`src/rtl/pipelined_decode_stage.sv`:
```
// RV32I/RV32E decode stage: register file with write bypass, RAW scoreboard,
// and a registered valid/ready output bundle for execute.
module pipelined_decode_stage #(
  parameter int unsigned XLEN      = 32,
  parameter int unsigned NREGS     = 32,
  parameter bit          RF_BYPASS = 1'b1
) (
  input  logic            clk,
  input  logic            reset,
  input  logic            in_valid,
  output logic            in_ready,
  input  logic [31:0]     instr,
  input  logic            flush,
  input  logic            wb_we,
  input  logic [4:0]      wb_addr,
  input  logic [XLEN-1:0] wb_data,
  output logic            out_valid,
  input  logic            out_ready,
  output logic [XLEN-1:0] rs1_val,
  output logic [XLEN-1:0] rs2_val,
  output logic [XLEN-1:0] imm,
  output logic [4:0]      rd,
  output logic [3:0]      alu_ctrl,
  output logic            op_b_sel,
  output logic [1:0]      wb_sel,
  output logic [1:0]      pc_sel,
  output logic            mem_we,
  output logic [1:0]      mem_mode,
  output logic            illegal
);

  localparam int unsigned RIW = 5;
  localparam int unsigned IW  = (NREGS > 1) ? $clog2(NREGS) : 1;

  localparam logic [6:0] OP_LUI    = 7'b0110111;
  localparam logic [6:0] OP_AUIPC  = 7'b0010111;
  localparam logic [6:0] OP_JAL    = 7'b1101111;
  localparam logic [6:0] OP_JALR   = 7'b1100111;
  localparam logic [6:0] OP_BRANCH = 7'b1100011;
  localparam logic [6:0] OP_LOAD   = 7'b0000011;
  localparam logic [6:0] OP_STORE  = 7'b0100011;
  localparam logic [6:0] OP_IMM    = 7'b0010011;
  localparam logic [6:0] OP_REG    = 7'b0110011;

  typedef struct packed {
    logic [XLEN-1:0] rs1_val;
    logic [XLEN-1:0] rs2_val;
    logic [XLEN-1:0] imm;
    logic [RIW-1:0]  rd;
    logic [3:0]      alu_ctrl;
    logic            op_b_sel;
    logic [1:0]      wb_sel;
    logic [1:0]      pc_sel;
    logic            mem_we;
    logic [1:0]      mem_mode;
    logic            illegal;
  } bundle_t;

  logic [XLEN-1:0] regs [NREGS];
  logic [NREGS-1:0] sb, sb_next;
  bundle_t dec, bundle;

  logic [6:0]      opcode;
  logic [RIW-1:0]  rd_f, rs1_f, rs2_f;
  logic [2:0]      funct3;
  logic [XLEN-1:0] imm_i, imm_s, imm_b, imm_u, imm_j;
  logic            uses1, uses2, writes, known, bad;
  logic            byp1, byp2, hz1, hz2, hazard, accept;

  function automatic logic reg_ok(input logic [RIW-1:0] r);
    return 32'(r) < NREGS;
  endfunction

  assign opcode = instr[6:0];
  assign rd_f   = instr[11:7];
  assign funct3 = instr[14:12];
  assign rs1_f  = instr[19:15];
  assign rs2_f  = instr[24:20];

  assign imm_i = XLEN'($signed(instr[31:20]));
  assign imm_s = XLEN'($signed({instr[31:25], instr[11:7]}));
  assign imm_b = XLEN'($signed({instr[31], instr[7], instr[30:25], instr[11:8], 1'b0}));
  assign imm_u = XLEN'($signed({instr[31:12], 12'b0}));
  assign imm_j = XLEN'($signed({instr[31], instr[19:12], instr[20], instr[30:21], 1'b0}));

  // Same-cycle writeback forwarding into the source operands
  assign byp1 = RF_BYPASS && wb_we && (wb_addr == rs1_f);
  assign byp2 = RF_BYPASS && wb_we && (wb_addr == rs2_f);

  // Instruction decode into the next output bundle
  always_comb begin
    dec    = '0;
    uses1  = 1'b0;
    uses2  = 1'b0;
    writes = 1'b0;
    known  = 1'b1;
    case (opcode)
      OP_LUI, OP_AUIPC: begin
        writes = 1'b1; dec.imm = imm_u; dec.op_b_sel = 1'b1;
      end
      OP_JAL: begin
        writes = 1'b1; dec.imm = imm_j; dec.op_b_sel = 1'b1;
        dec.wb_sel = 2'b10; dec.pc_sel = 2'b10;
      end
      OP_JALR: begin
        uses1 = 1'b1; writes = 1'b1; dec.imm = imm_i; dec.op_b_sel = 1'b1;
        dec.wb_sel = 2'b10; dec.pc_sel = 2'b11;
      end
      OP_BRANCH: begin
        uses1 = 1'b1; uses2 = 1'b1; dec.imm = imm_b;
        dec.alu_ctrl = {1'b0, funct3}; dec.pc_sel = 2'b01;
      end
      OP_LOAD: begin
        uses1 = 1'b1; writes = 1'b1; dec.imm = imm_i; dec.op_b_sel = 1'b1;
        dec.wb_sel = 2'b01; dec.mem_mode = funct3[1:0];
      end
      OP_STORE: begin
        uses1 = 1'b1; uses2 = 1'b1; dec.imm = imm_s; dec.op_b_sel = 1'b1;
        dec.mem_we = 1'b1; dec.mem_mode = funct3[1:0];
      end
      OP_IMM: begin
        uses1 = 1'b1; writes = 1'b1; dec.imm = imm_i; dec.op_b_sel = 1'b1;
        dec.alu_ctrl = {(funct3 == 3'b101) && instr[30], funct3};
      end
      OP_REG: begin
        uses1 = 1'b1; uses2 = 1'b1; writes = 1'b1;
        dec.alu_ctrl = {instr[30], funct3};
      end
      default: known = 1'b0;
    endcase
    bad = (writes && !reg_ok(rd_f)) || (uses1 && !reg_ok(rs1_f)) || (uses2 && !reg_ok(rs2_f));
    dec.illegal = !known || bad;
    if (dec.illegal) begin
      writes     = 1'b0;
      dec.mem_we = 1'b0;
    end
    dec.rd = writes ? rd_f : '0;
    dec.rs1_val = (rs1_f == '0 || !reg_ok(rs1_f)) ? '0 : (byp1 ? wb_data : regs[IW'(rs1_f)]);
    dec.rs2_val = (rs2_f == '0 || !reg_ok(rs2_f)) ? '0 : (byp2 ? wb_data : regs[IW'(rs2_f)]);
  end

  assign hz1    = uses1 && (rs1_f != '0) && reg_ok(rs1_f) && sb[IW'(rs1_f)] && !byp1;
  assign hz2    = uses2 && (rs2_f != '0) && reg_ok(rs2_f) && sb[IW'(rs2_f)] && !byp2;
  assign hazard = hz1 || hz2;

  assign in_ready = !reset && !flush && !hazard && (!out_valid || out_ready);
  assign accept   = in_valid && in_ready;

  // Scoreboard: writeback and flush clear, accepted writer sets (set wins)
  always_comb begin
    sb_next = sb;
    if (wb_we && (wb_addr != '0) && reg_ok(wb_addr)) sb_next[IW'(wb_addr)] = 1'b0;
    if (flush && out_valid && (bundle.rd != '0)) sb_next[IW'(bundle.rd)] = 1'b0;
    if (accept && (dec.rd != '0)) sb_next[IW'(dec.rd)] = 1'b1;
  end

  always_ff @(posedge clk) begin
    if (reset) sb <= '0;
    else       sb <= sb_next;
  end

  // Register file; x0 is never written
  always_ff @(posedge clk) begin
    if (reset) begin
      for (int i = 0; i < int'(NREGS); i++) regs[i] <= '0;
    end else if (wb_we && (wb_addr != '0) && reg_ok(wb_addr)) begin
      regs[IW'(wb_addr)] <= wb_data;
    end
  end

  // Output bundle register: load on accept, drop on flush or consume
  always_ff @(posedge clk) begin
    if (reset) begin
      out_valid <= 1'b0;
      bundle    <= '0;
    end else if (accept) begin
      out_valid <= 1'b1;
      bundle    <= dec;
    end else if (flush || out_ready) begin
      out_valid <= 1'b0;
    end
  end

  assign rs1_val  = bundle.rs1_val;
  assign rs2_val  = bundle.rs2_val;
  assign imm      = bundle.imm;
  assign rd       = bundle.rd;
  assign alu_ctrl = bundle.alu_ctrl;
  assign op_b_sel = bundle.op_b_sel;
  assign wb_sel   = bundle.wb_sel;
  assign pc_sel   = bundle.pc_sel;
  assign mem_we   = bundle.mem_we;
  assign mem_mode = bundle.mem_mode;
  assign illegal  = bundle.illegal;

endmodule

```
`config.mk`:
```
export PLATFORM = sky130hd
export DESIGN_NAME = pipelined_decode_stage
export DESIGN_NICKNAME = d
export VERILOG_FILES = /design/src/rtl/pipelined_decode_stage.sv
export SDC_FILE = /design/constraint.sdc
export NUM_CORES = 2
export LEC_CHECK = 0
export BUFFER_PORTS_ARGS = -buffer_cell sky130_fd_sc_hd__buf_4
export CORE_ASPECT_RATIO = 0.9
export CORE_MARGIN = 2
export CORE_UTILIZATION = 50
export DETAILED_ROUTE_END_ITERATION = 10
export HOLD_SLACK_MARGIN = 0.02
export PLACE_DENSITY = 0.66
export SLEW_MARGIN = 20
export SYNTH_ARGS = -nofsm -noshare
export SYNTH_HDL_FRONTEND = slang
export SYNTH_SLANG_ARGS = --single-unit
```
`constraint.sdc`:
```
create_clock -name clk -period 4.34 [get_ports clk]
set_clock_uncertainty 0.2 [all_clocks]
set_input_delay 0.868 -clock clk [delete_from_list [all_inputs] [get_ports clk]]
set_output_delay 0.868 -clock clk [all_outputs]
set_load 0.01 [all_outputs]
```
# Word-level counts from Yosys, hierarchy flattened
# Memories as Yosys holds them, arrays and structs flattened.
# Cells that the tools add are included.
# totals
register_bits	147
latchBits	0
ram_bits	1024
romBits	0
inputBits	75
output_inout_bits	116
elab_cells	128
n_memories	1
# classes
addsub	0
mul	0
div	0
magnitude_cmp	8
n_eq_ne	12
shift	0
n_mux	41
bitwise_logic	5
n_reduce_logical	48
# memory_table
memory	depth	word_bits	rd	rd_ports_with_merged_regs	write_ports	line	rtl
regs	32	32	2	0	32	59	logic [XLEN-1:0] regs [NREGS];
# ops
cell	count
two-way mux 32 bit	8
case mux 32 bit (5 select lines)	1
bitwise AND 32 bit	2
NOT 32 bit	2
bitwise OR 32 bit	1
OR reduction 32 bit	1
less-than comparator 5 x 6 -> 1 bit, second input constant	5
nonzero test 5 bit	5
equality test 7 x 6 -> 1 bit, second input constant	3
equality test 7 bit, second input constant	3
two-way mux 1 bit	21
logical AND 1 bit	20
demux 1 bit (select 5 bit)	3
greater-or-equal comparator 5 x 1 -> 1 bit, second input constant	3
equality test 7 x 5 -> 1 bit, second input constant	2
OR reduction 7 bit	2
case mux 4 bit (3 select lines)	1
binary-select mux 1 bit (select 5 bit)	2
equality test 5 bit	2
zero test 5 bit	2
two-way mux 5 bit	2
OR reduction 9 bit	1
equality test 7 x 2 -> 1 bit, second input constant	1
zero test 1 bit	7
other kinds (9)	14

# Logic depth before layout (Yosys ltp)
# depth
ltp_word	13
ltp_mapped	12
depth_no_buf	8

# Worst setup path after synthesis
# No wires, ideal clock.
# synth_path
path_kind	input to output
startpoint	input port instr[23]
endpoint	output port in_ready
arrival_ns	2.823
required_ns	3.272
setup_slack_ns	0.449
path_stages	10
n_path_buf	4
path_cell_list	buf_4 buf_6 mux2i_1 mux4_2 nor4bb_1 a211o_1 o22ai_4 inv_2 buf_6 buf_2
# synth_via
elab_chain_len	8
elab_cells_between_ends	13
cone_classes	eq/ne (1); mux (2); reduce/logical (10)
# synth_lines
item	line	rtl
from (decl)	12	input logic [31:0] instr,
binary-select mux 1 bit (select 5 bit), or another cell as far along	143	assign hz2 = uses2 && (rs2_f != '0) && reg_ok(rs2_f) && sb[IW'(rs2_f)] && !byp2;
two-way mux 1 bit (implied by the code), or another cell as far along	143	
logical AND 1 bit or zero test 1 bit (tied branches)	143	
logical AND 1 bit *	143	
logical OR 1 bit *	144	assign hazard = hz1 || hz2;
zero test 1 bit *	146	assign in_ready = !reset && !flush && !hazard && (!out_valid || out_ready);
logical AND 1 bit * (2 in series)	146	
to (decl)	11	output logic in_ready,
# Mark *: on every way between the ends. The rest lies on a longest branch, timed or not. The select of a mux whose other input is x is not followed.

# Worst setup path in the final report
# layout_path
startpoint	input port instr[3]
endpoint	output port in_ready
# layout_via
elab_chain_len	10
elab_cells_between_ends	20
cone_classes	eq/ne (6); mux (2); reduce/logical (12)
# layout_lines
item	line	rtl
equality test 7 x 6 -> 1 bit, or another cell as far along	97	case (opcode)
OR reduction 6 bit (no source line) or OR reduction 3 bit (tied branches)	n/a	
two-way mux 1 bit	97	
logical AND 1 bit, on equally long branches (3 in series)	142, 143	
logical OR 1 bit *	144	
zero test 1 bit *	146	
logical AND 1 bit * (2 in series)	146	
# Mark *: on every way between the ends. The rest lies on a longest branch, timed or not.

==> summary.txt <==
Pwr
  • Clock group share of total power: between 30% and 40%
  • Sw Ratio: 26.2%
  • Pwr dens: about 390 mW/mm²
  • VDD IR max: approximately 0.35 mV
  • Seq pwr share: a little under half
  • Cell Int Power: between 20 and 25 mW
  • Switching power: ~7.3 mW
  • Gate power share: around an eighth
  • Lkg Pwr: about 25 nW

Route
  • # DRC: 0
  • DRT antenna net count: 0
  • Final wirelength: around 240 mm
  • Starting DRT DRC Count: approximately 8,000
  • Vias: around 45,000
  • Via density: about 7.1
  • First-pass detailed-route iteration total: 6
  • Routed len/inst: 37.5 µm

Clock network
  • CTS Buf Count: ~120
  • CTS H-Tree Depth: 3
  • Post-CTS Resized: 0
  • # clock sinks: about 1,200
  • CTS Hold Bufs: 0
  • Post-CTS Setup Bufs: 0
  • CTS Buffer Depth: 3
  • CTS tree: yes
  • Root Buffer: clkbuf_16
  • Clock latency on the worst-skew pair: around 780 ps
  • Clk slew on worst S/H paths: 60 ps

Synthesis
  • Count of cell types in the netlist: 73
  • Asr flop ratio synth: 0%
  • Synth area leader: edfxtp_1
  • Post-synth EDFFs: 1,024
  • Sequential share of the synthesized area: 54.1%
  • Largest cells by area after synthesis: edfxtp_1 49%, mux4_2 17%, and2_1 10%, dfxtp_1 4.7%, mux2i_1 3.9%
  • Post-synthesis cell area: approximately 0.062 mm²
  • Share of the synthesized area in the top cell type: 49.4%
  • YS warnings: 0
  • Register bit total from synthesis: 1,170
  • Post-Synthesis Cells: about 4,500
  • Syn avg cell area: ~14 µm²
  • Ys flop type: edfxtp_1

Worst setup path
  • Worst reg2reg startpoint: sb[13]$_SDFF_PP0_
  • RR Endpoint: rs1_val[22]$_SDFFE_PP0P_
  • Critical path class: in -> out
  • Setup slack, reg-to-reg: ~1000 ps
  • CP endpoint kind: output port
  • CP max stage delay: just over 600 ps
  • Reg2reg path depth: 9
  • Critical Path Slowest Stage Cell: nor4bb_1
  • Crit-path cells: buf_4, nor4bb_1, nand2_1, a211oi_1, a31oi_4, o22ai_4, inv_2, buf_4
  • Critical path's most frequent cell: buf_4
  • CP required: between 3000 and 4000 ps
  • Startpoint types: input port
  • Crit path arrival time: 2810 ps
  • Crit Path Max Fanout: 9

Die
  • Die width: between 300 and 400 µm
  • Initial core utilization: 50.5%
  • IO Count: between 150 and 200
  • Die H: ~340 µm
  • Die area: around 0.13 mm²
  • Core Rows: 122
  • Core area: 0.123 mm²

STA
  • Ratio of final minimum period to clock period: 89.3%
  • Unrepaired setup endpoints after global routing: false
  • Slew headroom: between 20% and 30%
  • Fin crit period: between 3000 and 4000 ps
  • Final hold viol count: 0
  • Worst slew pin tran: 1160 ps
  • Fmax: around 260 MHz
  • Setup tns final: 0 ps
  • # setup viols final: 0
  • Max Transition Viols Final: 0

Finish
  • Area Overhead vs Synth: 13.8%
  • Finished Layout Cells: approximately 6,400
  • Layout cells sized above 1: approximately a quarter
  • Commonest non-fill, non-tap cell in the layout: edfxtp_1
  • Commonest cells after routing, fill and taps aside: 1,024 x edfxtp_1, 995 x and2_1, 480 x mux4_2
  • Nets: 4,700

Place
  • Final GP Congestion: around 0.96
  • Port bufs: between 150 and 200
  • Post-detailed-placement half-perimeter wirelength: about 140 mm
  • Dpl cells: ~6,000

Global routing
  • Aggregate global routing overflow: 0
  • First-pass GRT wire length: between 300 and 400 mm
  • GRT Util Overall: 37.0%
  • Maximum number of pins on one net before global-route repair: approximately 100
  • Number of global-route vias before repair: around 43,000
  • Initial antenna violation count: 27

Run
  • Number of max-cap violations: 0

Worst hold path
  • Hold path start: instr[25]
  • Hold endpoint: imm[5]$_SDFFE_PP0P_
  • Hold path cells: 3
  • Min-delay worst type: in -> reg

Status
  • Status: finished clean
[final cells by class]
| cell class | count | area [µm²] |
|---|---|---|
| antenna | 25 | 62.6 |
| clock buffer | 147 | 3230 |
| clock inverter | 78 | 935 |
| fill | 9733 | 52300 |
| inverter | 29 | 109 |
| multi-input combinational | 2899 | 27000 |
| sequential | 1170 | 33700 |
| tap | 1612 | 2020 |
| timing repair buffer | 406 | 3830 |
[how the worst max path moves through the flow]
stage	from	to	cells after the start
after CTS	sb[13]$_SDFF_PP0_	in_ready	7
after detailed placement	instr[16]	rs1_val[29]$_SDFFE_PP0P_	10
after global placement	instr[20]	rs2_val[7]$_SDFFE_PP0P_	7
after global routing	instr[3]	in_ready	8
final	instr[3]	in_ready	8
after floorplan	instr[23]	in_ready	10
[critical path: cells and delay by family]
kind	cells	cell delay (ps)
compound gates	3	770
simple gates	2	730
buf+inv	3	450
[registers in the layout (all words and copies together) (netlist names)]
register,flops
rd,5
wb_sel,2
op_b_sel,1
illegal,1
rs2_val,32
imm,32
out_valid,1
mem_we,1
sb,32
mem_mode,2
rs1_val,32
regs,1024
pc_sel,1
alu_ctrl,4
[per-stage QoR]
stage	setup WS (ps)	utilization (%)	area, µm²	total power, mW	hold slack (ps)
CTS	490	57.5	70800	27.8	151
detailed placement	357	54.1	66600	16.9	267
floorplan	449	-	62400	15.4	253
global placement	237	54.1	66600	16.9	260
global route	321	57.5	70800	28.5	165
finish	463	57.5	70900	27.9	182
[cell usage after synthesis, types with 71 or more instances]
library cell / instances
edfxtp_1: 1024
and2_1: 996
mux4_2: 480
clkbuf_1: 329
mux2i_1: 243
o21ai_0: 183
nand2_1: 156
dfxtp_1: 146
nor2_1: 103
a21oi_1: 78
buf_2: 74
nand3_1: 71
[cell families after synthesis]
logic type | share of synthesized area, %
XOR/XNOR | 0.155
multiplexers | 21.5
buffers and inverters | 3.44
AO/OA/AOI/OAI | 6.13
other | 0.00602
flip-flops | 54.1
AND/OR/NAND/NOR | 14.7
[power by group through the flow]
| stage | logic, mW | clock network [mW] | registers (mW) |
|---|---|---|---|
| after CTS | 3.49 | 11.1 | 13.2 |
| after global routing | 3.68 | 11.5 | 13.3 |
| after detailed placement | 3.47 | 0 | 13.4 |
| final | 3.59 | 11.1 | 13.2 |
| after global placement | 3.45 | 0 | 13.4 |
| after floorplan | 2.07 | 0 | 13.3 |
[routing by layer]
metal / routed length (µm) / GRT usage, % / vias up
met5: 103 / 0 / -
met1: 86400 / 51.7 / 22785
li1: - / - / 17541
met3: 39000 / 12.9 / 723
met2: 100000 / 51.6 / 4228
met4: 13000 / 17.8 / 16
(Power assumes the default switching activity.)
